--- src/rtl/ndp_pkg.sv ---
// Shared AHB encodings, bridge FSM states and scratch-pad address field offsets.
// Also used by host driver tests to build scratch-pad byte addresses.
package ndp_pkg;

   localparam logic [1:0] HTRANS_IDLE   = 2'b00;
   localparam logic [1:0] HTRANS_BUSY   = 2'b01;
   localparam logic [1:0] HTRANS_NONSEQ = 2'b10;
   localparam logic [1:0] HTRANS_SEQ    = 2'b11;

   localparam logic HRESP_OKAY  = 1'b0;
   localparam logic HRESP_ERROR = 1'b1;

   localparam logic [2:0] HSIZE_WORD = 3'b010;

   // Byte-address layout: [1:0] offset, [2] word, [5:3] layer, [11:6] num, [12] type
   localparam int SP_ADDR_LSB = 2;
   localparam int LAYER_LSB   = 3;
   localparam int NUM_LSB     = 6;
   localparam int TYPE_BIT    = 12;

   // One state per data-phase cycle
   localparam logic [2:0] ST_IDLE = 3'd0;
   localparam logic [2:0] ST_WR   = 3'd1;
   localparam logic [2:0] ST_RD1  = 3'd2;
   localparam logic [2:0] ST_RD2  = 3'd3;
   localparam logic [2:0] ST_ERR1 = 3'd4;
   localparam logic [2:0] ST_ERR2 = 3'd5;

   typedef struct packed {
      logic       bram_type;
      logic [5:0] bram_num;
      logic [2:0] bram_layer;
      logic       bram_addr;
   } sp_sel_t;

endpackage

--- src/rtl/sp_addr_decode.sv ---
// Purpose: split a host byte address into scratch-pad port-A fields and flag illegal accesses.
// Latency: combinational.
// Backpressure: none; evaluated every cycle from the address-phase inputs.
module sp_addr_decode
   import ndp_pkg::*;
#(
   parameter int SYS_WIDTH  = 64,
   parameter int SYS_HEIGHT = 1
) (
   input  logic [12:0] addr,
   input  logic [2:0]  size,
   output sp_sel_t     fields,
   output logic        illegal
);

   localparam logic [6:0] WGT_LIMIT = 7'(SYS_WIDTH);
   localparam logic [6:0] ACT_LIMIT = 7'(SYS_HEIGHT);

   logic [6:0] num_limit;

   always_comb begin
      fields.bram_type  = addr[TYPE_BIT];
      fields.bram_num   = addr[NUM_LSB +: 6];
      fields.bram_layer = addr[LAYER_LSB +: 3];
      fields.bram_addr  = addr[SP_ADDR_LSB];
      num_limit = fields.bram_type ? WGT_LIMIT : ACT_LIMIT;
      illegal   = (size != HSIZE_WORD) || (addr[1:0] != 2'b00) ||
                  ({1'b0, fields.bram_num} >= num_limit);
   end

endmodule

--- src/rtl/ahb_scratch_pad_bridge.sv ---
// Purpose: AHB-Lite slave giving the host write/readback access to scratch-pad port A.
// Latency: write 0 wait states, read 1 wait state, error 1 wait state (two-cycle ERROR).
// Backpressure: HREADYOUT low in RD1/ERR1 only; next address phase is held by the master.
module ahb_scratch_pad_bridge
   import ndp_pkg::*;
#(
   parameter int SYS_WIDTH  = 64,
   parameter int SYS_HEIGHT = 1,
   parameter int ERRW       = 8
) (
   input  logic            HCLK,
   input  logic            HRESETn,
   input  logic            HSEL,
   input  logic [31:0]     HADDR,
   input  logic [1:0]      HTRANS,
   input  logic            HWRITE,
   input  logic [2:0]      HSIZE,
   input  logic [31:0]     HWDATA,
   input  logic            HREADY,
   output logic            HREADYOUT,
   output logic            HRESP,
   output logic [31:0]     HRDATA,
   output logic            sp_en,
   output logic            sp_wen,
   output logic            sp_bram_type,
   output logic [2:0]      sp_bram_layer,
   output logic [5:0]      sp_bram_num,
   output logic            sp_bram_addr,
   output logic [31:0]     sp_data_in,
   input  logic [31:0]     sp_rdata,
   output logic [ERRW-1:0] err_count
);

   logic [2:0]      state;
   logic [2:0]      state_nxt;
   logic            trans_active;
   logic            accept;
   logic            data_done;
   logic            dec_illegal;
   sp_sel_t         dec_fields;
   sp_sel_t         sel_q;
   logic [ERRW-1:0] err_q;
   logic            unused_haddr;

   assign unused_haddr = ^HADDR[31:13];

   sp_addr_decode #(
      .SYS_WIDTH  (SYS_WIDTH),
      .SYS_HEIGHT (SYS_HEIGHT)
   ) u_decode (
      .addr    (HADDR[12:0]),
      .size    (HSIZE),
      .fields  (dec_fields),
      .illegal (dec_illegal)
   );

   always_comb begin
      trans_active = 1'b0;
      case (HTRANS)
         HTRANS_IDLE, HTRANS_BUSY:  trans_active = 1'b0;
         HTRANS_NONSEQ, HTRANS_SEQ: trans_active = 1'b1;
         default:                   trans_active = 1'b0;
      endcase
   end

   assign accept    = HSEL && HREADY && trans_active;
   // Only the first cycle of a read or error stalls; every other state completes a data phase
   assign data_done = (state != ST_RD1) && (state != ST_ERR1);

   always_comb begin
      state_nxt = state;
      case (state)
         ST_RD1:  state_nxt = ST_RD2;
         ST_ERR1: state_nxt = ST_ERR2;
         default: begin
            if (!accept)
               state_nxt = ST_IDLE;
            else if (dec_illegal)
               state_nxt = ST_ERR1;
            else if (HWRITE)
               state_nxt = ST_WR;
            else
               state_nxt = ST_RD1;
         end
      endcase
   end

   always_ff @(posedge HCLK or negedge HRESETn) begin
      if (!HRESETn) begin
         state <= ST_IDLE;
         sel_q <= '0;
         err_q <= '0;
      end else begin
         state <= state_nxt;
         // Fields stay put through RD2 because sp_rdata is muxed by them
         if (data_done && accept && !dec_illegal)
            sel_q <= dec_fields;
         if ((state == ST_ERR1) && (err_q != {ERRW{1'b1}}))
            err_q <= err_q + 1'b1;
      end
   end

   assign HREADYOUT     = data_done;
   assign HRESP         = ((state == ST_ERR1) || (state == ST_ERR2)) ? HRESP_ERROR : HRESP_OKAY;
   assign HRDATA        = (state == ST_RD2) ? sp_rdata : 32'h0;
   assign sp_en         = (state == ST_WR) || (state == ST_RD1);
   assign sp_wen        = (state == ST_WR);
   assign sp_data_in    = (state == ST_WR) ? HWDATA : 32'h0;
   assign sp_bram_type  = sel_q.bram_type;
   assign sp_bram_layer = sel_q.bram_layer;
   assign sp_bram_num   = sel_q.bram_num;
   assign sp_bram_addr  = sel_q.bram_addr;
   assign err_count     = err_q;

endmodule

--- config.mk ---
export PLATFORM = sky130hd
export DESIGN_NAME = ahb_scratch_pad_bridge
export DESIGN_NICKNAME = d
export VERILOG_FILES = /design/src/rtl/ndp_pkg.sv /design/src/rtl/sp_addr_decode.sv /design/src/rtl/ahb_scratch_pad_bridge.sv
export SDC_FILE = /design/constraint.sdc
export NUM_CORES = 1
export LEC_CHECK = 0
export CORE_ASPECT_RATIO = 0.9
export CORE_MARGIN = 2
export CORE_UTILIZATION = 28
export DETAILED_ROUTE_END_ITERATION = 7
export PLACE_DENSITY_LB_ADDON = 0.08
export SLEW_MARGIN = 5
export SYNTH_ARGS = -nofsm -noshare
export SYNTH_HDL_FRONTEND = slang
export SYNTH_SLANG_ARGS = --single-unit
export TNS_END_PERCENT = 5
--- constraint.sdc ---
create_clock -name HCLK -period 4.28 [get_ports HCLK]
set_clock_uncertainty 0.15 [all_clocks]
set_input_delay 1.07 -clock HCLK [delete_from_list [all_inputs] [get_ports HCLK]]
set_output_delay 1.07 -clock HCLK [all_outputs]
set_load 0.005 [all_outputs]
Word level (Yosys, flattened, before mapping)
Cells that the tools add are included.
Widths: inputs -> output; s select.
Word-level totals
  flip-flop bits (word level): 22
  bits of input ports: 106
  memory bits (read-only): 0
  memory bits (writable): 0
  latch bits: 0
  memories: 0
Cells by class
  shift-type cells: 0
  reductions and logical operators: 15
  bitwise logic cells: 0
  mux-type cells: 9
  order comparisons: 1
  add/subtract/negate cells: 1
  divide/modulo/power cells: 0
  multipliers: 0
  equal/unequal tests: 12
Operator list (number)
  $mux 32: 2
  $add 8x1->8 const B: 1
  $ne 8x8->1 const B: 1
  $ge 6x7->1: 1
  $mux 7: 1
  $eq 3x2->1 const B: 2
  $eq 3x3->1 const B: 2
  $logic_and 1x1->1: 6
  $mux 3: 2
  $ne 3x2->1 const B: 2
  $pmux 3 s2: 1
  $eq 2x2->1 const B: 2
  $logic_or 1x1->1: 4
  $reduce_or 2->1: 2
  $eq 3x1->1 const B: 1
  $ne 3x3->1 const B: 1
  $eq 2x1->1 const B: 1
  $logic_not 2->1: 1
  $mux 2: 1
  $pmux 1 s2: 1
  $reduce_bool 2->1: 1
  $logic_not 1->1: 1
  $mux 1: 1

Logic depth before layout (Yosys ltp)
Gate-level depths: netlist of the first run.
  word-level depth: 6
  mapped depth: 7
  gate-level depth less buffers: 6

Cells and area by module
A second synthesis of the first run with hierarchy kept.
Second synthesis, totals
  cells, all modules: 176
  area, all modules: 1631.6 um2
Modules (own cells, without submodules)
  ahb_scratch_pad_bridge: cells each 157, times used 1, area an instance 1488.9 um2
  sp_addr_decode: cells each 19, times used 1, area an instance 142.6 um2

Least setup slack after synthesis of the first run
No wires, ideal clock.
  kind: in2reg
  start point: input port HADDR[6]
  end point: register sel_q, in the netlist sp_bram_addr
  data arrival time: 2515 ps
  stages on the path: 7
  setup time: 125 ps
  path slack: 1490 ps
  data required time: 4005 ps
  buffers on the path: 1
  cell sequence: inv_1 -> ha_1 -> or4b_4 -> nor4_4 -> o211a_4 -> buf_12 -> mux2_4
On the way
  longest elaborated chain between the ends: 4
RTL lines
  start: declaration: RTL line ahb_scratch_pad_bridge.sv:14  | input logic [31:0] HADDR,
  $ge 6x7->1: RTL line sp_addr_decode.sv:28  | ({1'b0, fields.bram_num} >= num_limit);
  $logic_or 1x1->1: RTL line sp_addr_decode.sv:27  | illegal = (size != HSIZE_WORD) || (addr[1:0] != 2'b00) ||
  $logic_not 1->1: RTL line ahb_scratch_pad_bridge.sv:96  | if (data_done && accept && !dec_illegal)
  $logic_and 1x1->1: RTL line ahb_scratch_pad_bridge.sv:96
  end signal: assignment: RTL line ahb_scratch_pad_bridge.sv:97  | sel_q <= dec_fields;
  end: declaration: RTL line ahb_scratch_pad_bridge.sv:41  | sp_sel_t sel_q;
Every way passes these cells.
A chain may end at the register's enable or synchronous reset.

Final worst setup path of the first run
  start point: register state[2]
  end point: output port HRDATA[31]
On the way
  longest elaborated chain between the ends: 2
RTL lines
  start: declaration: RTL line ahb_scratch_pad_bridge.sv:34  | logic [2:0] state;
  start signal: assignment: RTL line ahb_scratch_pad_bridge.sv:94  | state <= state_nxt;
  $eq 3x2->1: RTL line ahb_scratch_pad_bridge.sv:105  | assign HRDATA = (state == ST_RD2) ? sp_rdata : 32'h0;
  $mux 32: RTL line ahb_scratch_pad_bridge.sv:105
  end: declaration: RTL line ahb_scratch_pad_bridge.sv:22  | output logic [31:0] HRDATA,
Every way passes these cells.

==> results.sh, run 1 <==
export IMPL_avgRoutedWirePerCell_um=12.9
export IMPL_r2r_start="state[1]"
export IMPL_grt_overflow=0
export IMPL_clk_pin_slew_worst_paths_ns=0.09
export IMPL_route_met2_wl_um=2610
export IMPL_rr_worst_depth=3
export IMPL_antenna_found_initial=0
export IMPL_fin_crit_ns=3.41
export IMPL_post_route_util_pct=64.0
export IMPL_finalSetupViolCount=0
export IMPL_rsz0062_at_grt="no"
export IMPL_hold_viol=0
export IMPL_min_path_type="register to register"
export IMPL_synth_area_um2=1520
export IMPL_powerDensity_nw_per_um2=289
export IMPL_report_final_slew_viol_count=0
export IMPL_worstHoldStart="err_count[6]"
export IMPL_wl_met1_um=1900
export IMPL_fmax_mhz=293
export IMPL_cp_cell_sequence="and3b_1 > and2_1 > clkdlybuf4s50_1"
export IMPL_ctsHtreeMaxLevel=1
export IMPL_syn_nets=260
export IMPL_final_nets=430
export IMPL_crit_fanout=32
export IMPL_clock_path_buffers=2
export IMPL_p_leak_nw=1.38
export IMPL_timing_rr_end="err_count[1]"
export IMPL_ctsHoldBuffers=0
export IMPL_cts_tree="built"
export IMPL_io_buffers=172
export IMPL_area_delta_synth_final_pct=121
export IMPL_synth_simple_area_share_pct=36.7
export IMPL_yosysTopAreaCellShare_pct=36.2
export IMPL_synth_compound_area_share_pct=6.01
export IMPL_post_cts_resize_count=0
export IMPL_synth_top_family_by_area="simple AND/OR/NAND/NOR gates"
export IMPL_grt_usage_pct=14.9
export IMPL_synth_ff_type="dfrtp_1"
export IMPL_critPathSlowestCell="and3b_1"
export IMPL_yosys_area_share_adder_pct=1.65
export IMPL_drive_gt1_share_pct=6.23
export IMPL_ys_ff_latch=22
export IMPL_ir_worst_vdd_v=0.000196
export IMPL_n_antenna_cell=0
export IMPL_ys_warn_count=0
export IMPL_synthMuxAreaShare_pct=10.1
export IMPL_synth_edff_count=0
export IMPL_dieArea_um2=6030
export IMPL_grt_pass1_wl_um=7180
export IMPL_drtPass1Iterations=4
export IMPL_post_cts_setup_buffers=0
export IMPL_avgSynthCellArea_um2=9.99
export IMPL_die_w_um=81.6
export IMPL_ant_nets=0
export IMPL_clock_sinks=22
export IMPL_row_count=25
export IMPL_grt_pass1_vias=1456
export IMPL_arrival_ns=2.19
export IMPL_relSlewSlack_pct=32.7
export IMPL_syn_inst=152
export IMPL_clk_latency_ns=0.27
export IMPL_cts_made_buffers=3
export IMPL_hold_path_depth=1
export IMPL_post_route_drc_count=0
export IMPL_rrSetupSlack_ns=2.38
export IMPL_dr_wl_met3_um=509
export IMPL_synth_xor_area_share_pct=5.19
export IMPL_cpPeakStageDelay_ns=0.71
export IMPL_via_count=1677
export IMPL_top_layer="met3"
export IMPL_critPathRequiredTime_ns=3.06
export IMPL_yosysMostFrequentCell="and2_1"
export IMPL_synth_commonest_cells="64 x and2_1, 22 x dfrtp_1, 8 x mux2_4, 7 x xnor2_1, 6 x clkbuf_1"
export IMPL_synth_area_leaders="dfrtp_1 36%, and2_1 26%, mux2_4 7.9%, xnor2_1 4.0%, mux2_1 2.2%"
export IMPL_io_pins=193
export IMPL_ys_seq_area_share_pct=36.2
export IMPL_crit_family="simple AND/OR/NAND/NOR gates"
export IMPL_drt_iter0_drc=31
export IMPL_status="finished, final reports clean"
export IMPL_synth_async_reset_ratio_pct=100
export IMPL_final_setup_tns_ns=0
export IMPL_synth_cell_types=33
export IMPL_path_class="register to output port"
export IMPL_coreArea_um2=5260
export IMPL_grt_max_degree=34
export IMPL_pre_cts_ws_ns=0.823
export IMPL_min_to="err_count[6]"
export IMPL_drt_wl_total_um=5020
export IMPL_place_congestion=0.709
export IMPL_finalCritPeriodShare_pct=79.6
export IMPL_critPathBufInv=1
export IMPL_hpwlAfterDp_um=4190
export IMPL_cts_root_buf="clkbuf_8"
export IMPL_synth_top_cell_by_area="dfrtp_1"
export IMPL_avgViaCountPerCell=4.32
export IMPL_fin_ws_ns=0.871
export IMPL_end_kind="output port"
export IMPL_worst_pin_slew_ns=1.01
export IMPL_start_util_pct=28.9
export IMPL_cp_start_kind="register"
export IMPL_die_y_um=73.9
export IMPL_cap_violations=0
==> kinds of logic after synthesis <==
logic type / Yosys count
buffers and inverters: 12
muxes: 11
xor gates and xnor gates: 9
adders and majority gates: 2
DFF: 22
and+or+nand+nor: 87
AOI/OAI and AO/OA: 9
==> worst max-delay path by stage <==
stage,end,from,slack [ns],cells past startpoint
5_1_grt,HRDATA[4],state[2],0.70,3
3_3_place_gp,sp_bram_num[5],HADDR[12],0.87,7
3_5_place_dp,sp_bram_num[5],HADDR[12],0.82,7
4_1_cts,HRDATA[31],state[2],0.84,3
2_1_floorplan,sp_bram_addr,HADDR[6],1.49,7
6_report,HRDATA[31],state[2],0.87,3
==> stage by stage <==
step | area [µm²] | cells | total power [mW] | hold slack [ns]
finish | 3360 | 388 | 0.970 | 0.346
global route | 3360 | 388 | 1.04 | 0.382
CTS | 3360 | 388 | 0.984 | 0.350
detailed placement | 3290 | 384 | 0.787 | 0.332
global placement | 3290 | 384 | 0.782 | 0.322
floorplan | 1520 | 152 | 0.463 | 0.331
==> placed cells by master (no fill, tap or decap), types with 2 or more instances in the layout <==
master	instances
nand4_1	2
nand2_1	4
and3_1	2
nor2_1	2
xor2_1	2
dfrtp_1	22
nand3_1	3
clkbuf_8	3
mux2_1	3
o21a_1	2
clkdlybuf4s50_1	172
xnor2_1	7
ha_1	2
mux2_4	8
o21ai_1	2
inv_1	4
and2_1	64
==> power by group <==
part | switching, mW | leakage (nW) | total [mW] | internal (mW)
combinational | 0.151 | 1.05 | 0.475 | 0.324
clock | 0.0700 | 0.0357 | 0.195 | 0.125
sequential | 0.0528 | 0.289 | 0.300 | 0.247
==> area by class of cell <==
| type | instances | area (µm²) |
|---|---|---|
| clock buffer | 3 | 41.3 |
| clock inverter | 1 | 30.0 |
| fill | 441 | 1890 |
| inverter | 4 | 15.0 |
| multi-input combinational | 118 | 911 |
| sequential | 22 | 551 |
| tap | 67 | 83.8 |
| timing repair buffer | 173 | 1730 |
==> state kept, by name, summed over array words and instances, names as in the netlist <==
name and cells:
sp_bram_layer 3, sp_bram_type 1, state 3, err_count 8
sp_bram_num 6, sp_bram_addr 1
==> routing by layer <==
layer / GRT usage (%) / up-vias
met5: 0 / -
met4: 0.556 / 0
li1: - / 836
met2: 28.1 / 83
met1: 17.3 / 758
met3: 4.55 / 0
(Power assumes the default switching activity.)
==> run 2: changes to the inputs <==
--- a/config.mk
+++ b/config.mk
@@ -7,7 +7,7 @@
 export LEC_CHECK = 0
 export CORE_ASPECT_RATIO = 0.9
 export CORE_MARGIN = 2
-export CORE_UTILIZATION = 28
+export CORE_UTILIZATION = 23
 export DETAILED_ROUTE_END_ITERATION = 7
 export PLACE_DENSITY_LB_ADDON = 0.08
 export SLEW_MARGIN = 5
==> constraint.sdc (replaced) <==
create_clock -name HCLK -period 2.8 [get_ports HCLK]
set_clock_uncertainty 0.15 [all_clocks]
set_input_delay 0.7 -clock HCLK [delete_from_list [all_inputs] [get_ports HCLK]]
set_output_delay 0.7 -clock HCLK [all_outputs]
set_load 0.005 [all_outputs]
==> results.sh, run 2 (same netlist as run 1, synthesis figures left out) <==
export IMPL_status="finished, final reports clean"
export IMPL_rr_worst_depth=3
export IMPL_grt_overflow=0
export IMPL_cp_cell_sequence="nor3b_2 > buf_12 > and2_1 > clkdlybuf4s50_1"
export IMPL_io_pins=193
export IMPL_min_to="sp_bram_num[2]"
export IMPL_register_area_um2=552
export IMPL_finalSetupViolCount=0
export IMPL_avgRoutedWirePerCell_um=13.1
export IMPL_p_seq_share_pct=30.3
export IMPL_clock_sinks=22
export IMPL_ant_nets=0
export IMPL_p_leak_nw=1.41
export IMPL_row_count=28
export IMPL_crit_start="state[1]"
export IMPL_io_buffers=172
export IMPL_ctsHoldBuffers=0
export IMPL_clkPwrFrac_pct=19.5
export IMPL_power_switching_mw=0.428
export IMPL_ir_worst_vdd_v=0.000236
export IMPL_fmax_mhz=369
export IMPL_grt_pass1_wl_um=7510
export IMPL_critPathSlowestCell="clkdlybuf4s50_1"
export IMPL_crit_fanout=33
export IMPL_via_count=1689
export IMPL_arrival_ns=1.86
export IMPL_worst_pin_slew_ns=0.322
export IMPL_dieArea_um2=7270
export IMPL_crit_family="buffers and inverters"
export IMPL_fin_total_pwr_mw=1.51
export IMPL_p_sw_share_pct=28.4
export IMPL_grt_max_degree=34
export IMPL_rrSetupSlack_ns=0.93
export IMPL_place_congestion=0.688
export IMPL_worstHoldStart="sp_bram_num[2]"
export IMPL_fill_cells=588
export IMPL_cpPeakStageDelay_ns=0.53
export IMPL_path_class="register to output port"
export IMPL_cts_root_buf="clkbuf_8"
export IMPL_hold_path_depth=1
export IMPL_finalCritPeriodShare_pct=96.9
export IMPL_report_final_slew_viol_count=0
export IMPL_p_comb_share_pct=50.2
export IMPL_fin_crit_ns=2.71
export IMPL_drive_gt1_share_pct=8.54
export IMPL_hpwlAfterDp_um=4630
export IMPL_area_delta_synth_final_pct=128
export IMPL_drtPass1Iterations=4
export IMPL_clk_pin_slew_worst_paths_ns=0.08
export IMPL_post_route_drc_count=0
export IMPL_dpl_cell_count=414
export IMPL_fin_cells=418
export IMPL_cts_tree="built"
export IMPL_cap_violations=0
export IMPL_coreArea_um2=6480
export IMPL_drt_iter0_drc=27
export IMPL_n_antenna_cell=0
export IMPL_antenna_found_initial=0
export IMPL_final_common_cell="clkdlybuf4s50_1"
export IMPL_drt_wl_total_um=5490
export IMPL_die_w_um=89.7
export IMPL_r2r_start="state[1]"
export IMPL_hold_viol=0
export IMPL_clk_latency_ns=0.26
export IMPL_cp_start_kind="register"
export IMPL_grt_pass1_vias=1515
export IMPL_clock_path_buffers=2
export IMPL_timing_rr_end="err_count[1]"
export IMPL_min_path_type="register to register"
export IMPL_mostFrequentLayoutCells="172 x clkdlybuf4s50_1, 64 x and2_1, 21 x dfrtp_1, 8 x mux2_4, 7 x xnor2_1"
export IMPL_cts_made_buffers=3
export IMPL_start_util_pct=23.4
export IMPL_rsz0062_at_grt="no"
export IMPL_die_y_um=81.1
export IMPL_ctsHtreeMaxLevel=1
export IMPL_avgViaCountPerCell=4.04
export IMPL_end_kind="output port"
export IMPL_final_nets=437
export IMPL_multiInputGateArea_um2=911
export IMPL_powerDensity_nw_per_um2=436
export IMPL_relSlewSlack_pct=78.5
export IMPL_grt_usage_pct=13.0
export IMPL_critPathBufInv=2
export IMPL_largest_reg_flops=8
export IMPL_intPower_mw=1.08
export IMPL_critPathRequiredTime_ns=1.95
## run 2: cell count changes in the layout (fill, tap and decap cells not counted)
cell and change:
buf_4 +5, buf_12 +1, buf_6 +1, dfrtp_1 -1
dfrtp_2 +1
## run 2: power by group through the flow
stage	combinational, mW	sequential, mW	clock (mW)
floorplan	0.256	0.451	0
global placement	0.760	0.463	0
detailed placement	0.768	0.464	0
CTS	0.771	0.459	0.300
global route	0.819	0.472	0.316
finish	0.757	0.458	0.294
## run 2: area by class of cell
type,instances,share of cell area (%)
clock buffer,3,1.19
timing repair buffer,180,52.0
inverter,4,0.434
sequential,22,15.9
clock inverter,1,0.868
multi-input combinational,118,26.3
tap,90,3.25
## run 2: worst max path at each step
stage                     slack [ns]  cells after the start        endpoint
after CTS                       0.04                      4      HRDATA[28]
after global placement          -0.1                      7  sp_bram_num[5]
after global routing           0.009                      4  sp_data_in[21]
final                           0.09                      4  sp_data_in[20]
after floorplan                 0.38                      7    sp_bram_addr
after detailed placement       -0.15                      7  sp_bram_num[5]
## run 2: per-layer routing
metal	global-route usage, %	wire (µm)	vias to the layer above
met3	3.15	542	4
met1	15.7	2100	749
met2	23.1	2790	85
li1	-	-	851
met5	0	0	-
met4	2.99	57	0
## run 2: metrics by stage
stage                     setup TNS (ns)  util, %  setup WS [ns]  hold slack, ns  instance area, µm²
after global routing                   0     53.4        0.00943           0.384                3460
after global placement            -0.787     52.2        -0.0981           0.327                3380
after detailed placement           -1.21     52.2         -0.149           0.329                3380
after CTS                              0     53.3         0.0421           0.352                3450
final                                  0     53.4         0.0878           0.346                3460
after floorplan                        0        -          0.380           0.254                1520
## run 2: timing repair
| item | 4_1_cts | 5_1_grt |
|---|---|---|
| endpoints found under the setup margin | 0 | 12 |
| resized for setup | 0 | 2 |
| hold endpoints to repair | 0 | 0 |
| buffers inserted | 0 | 0 |
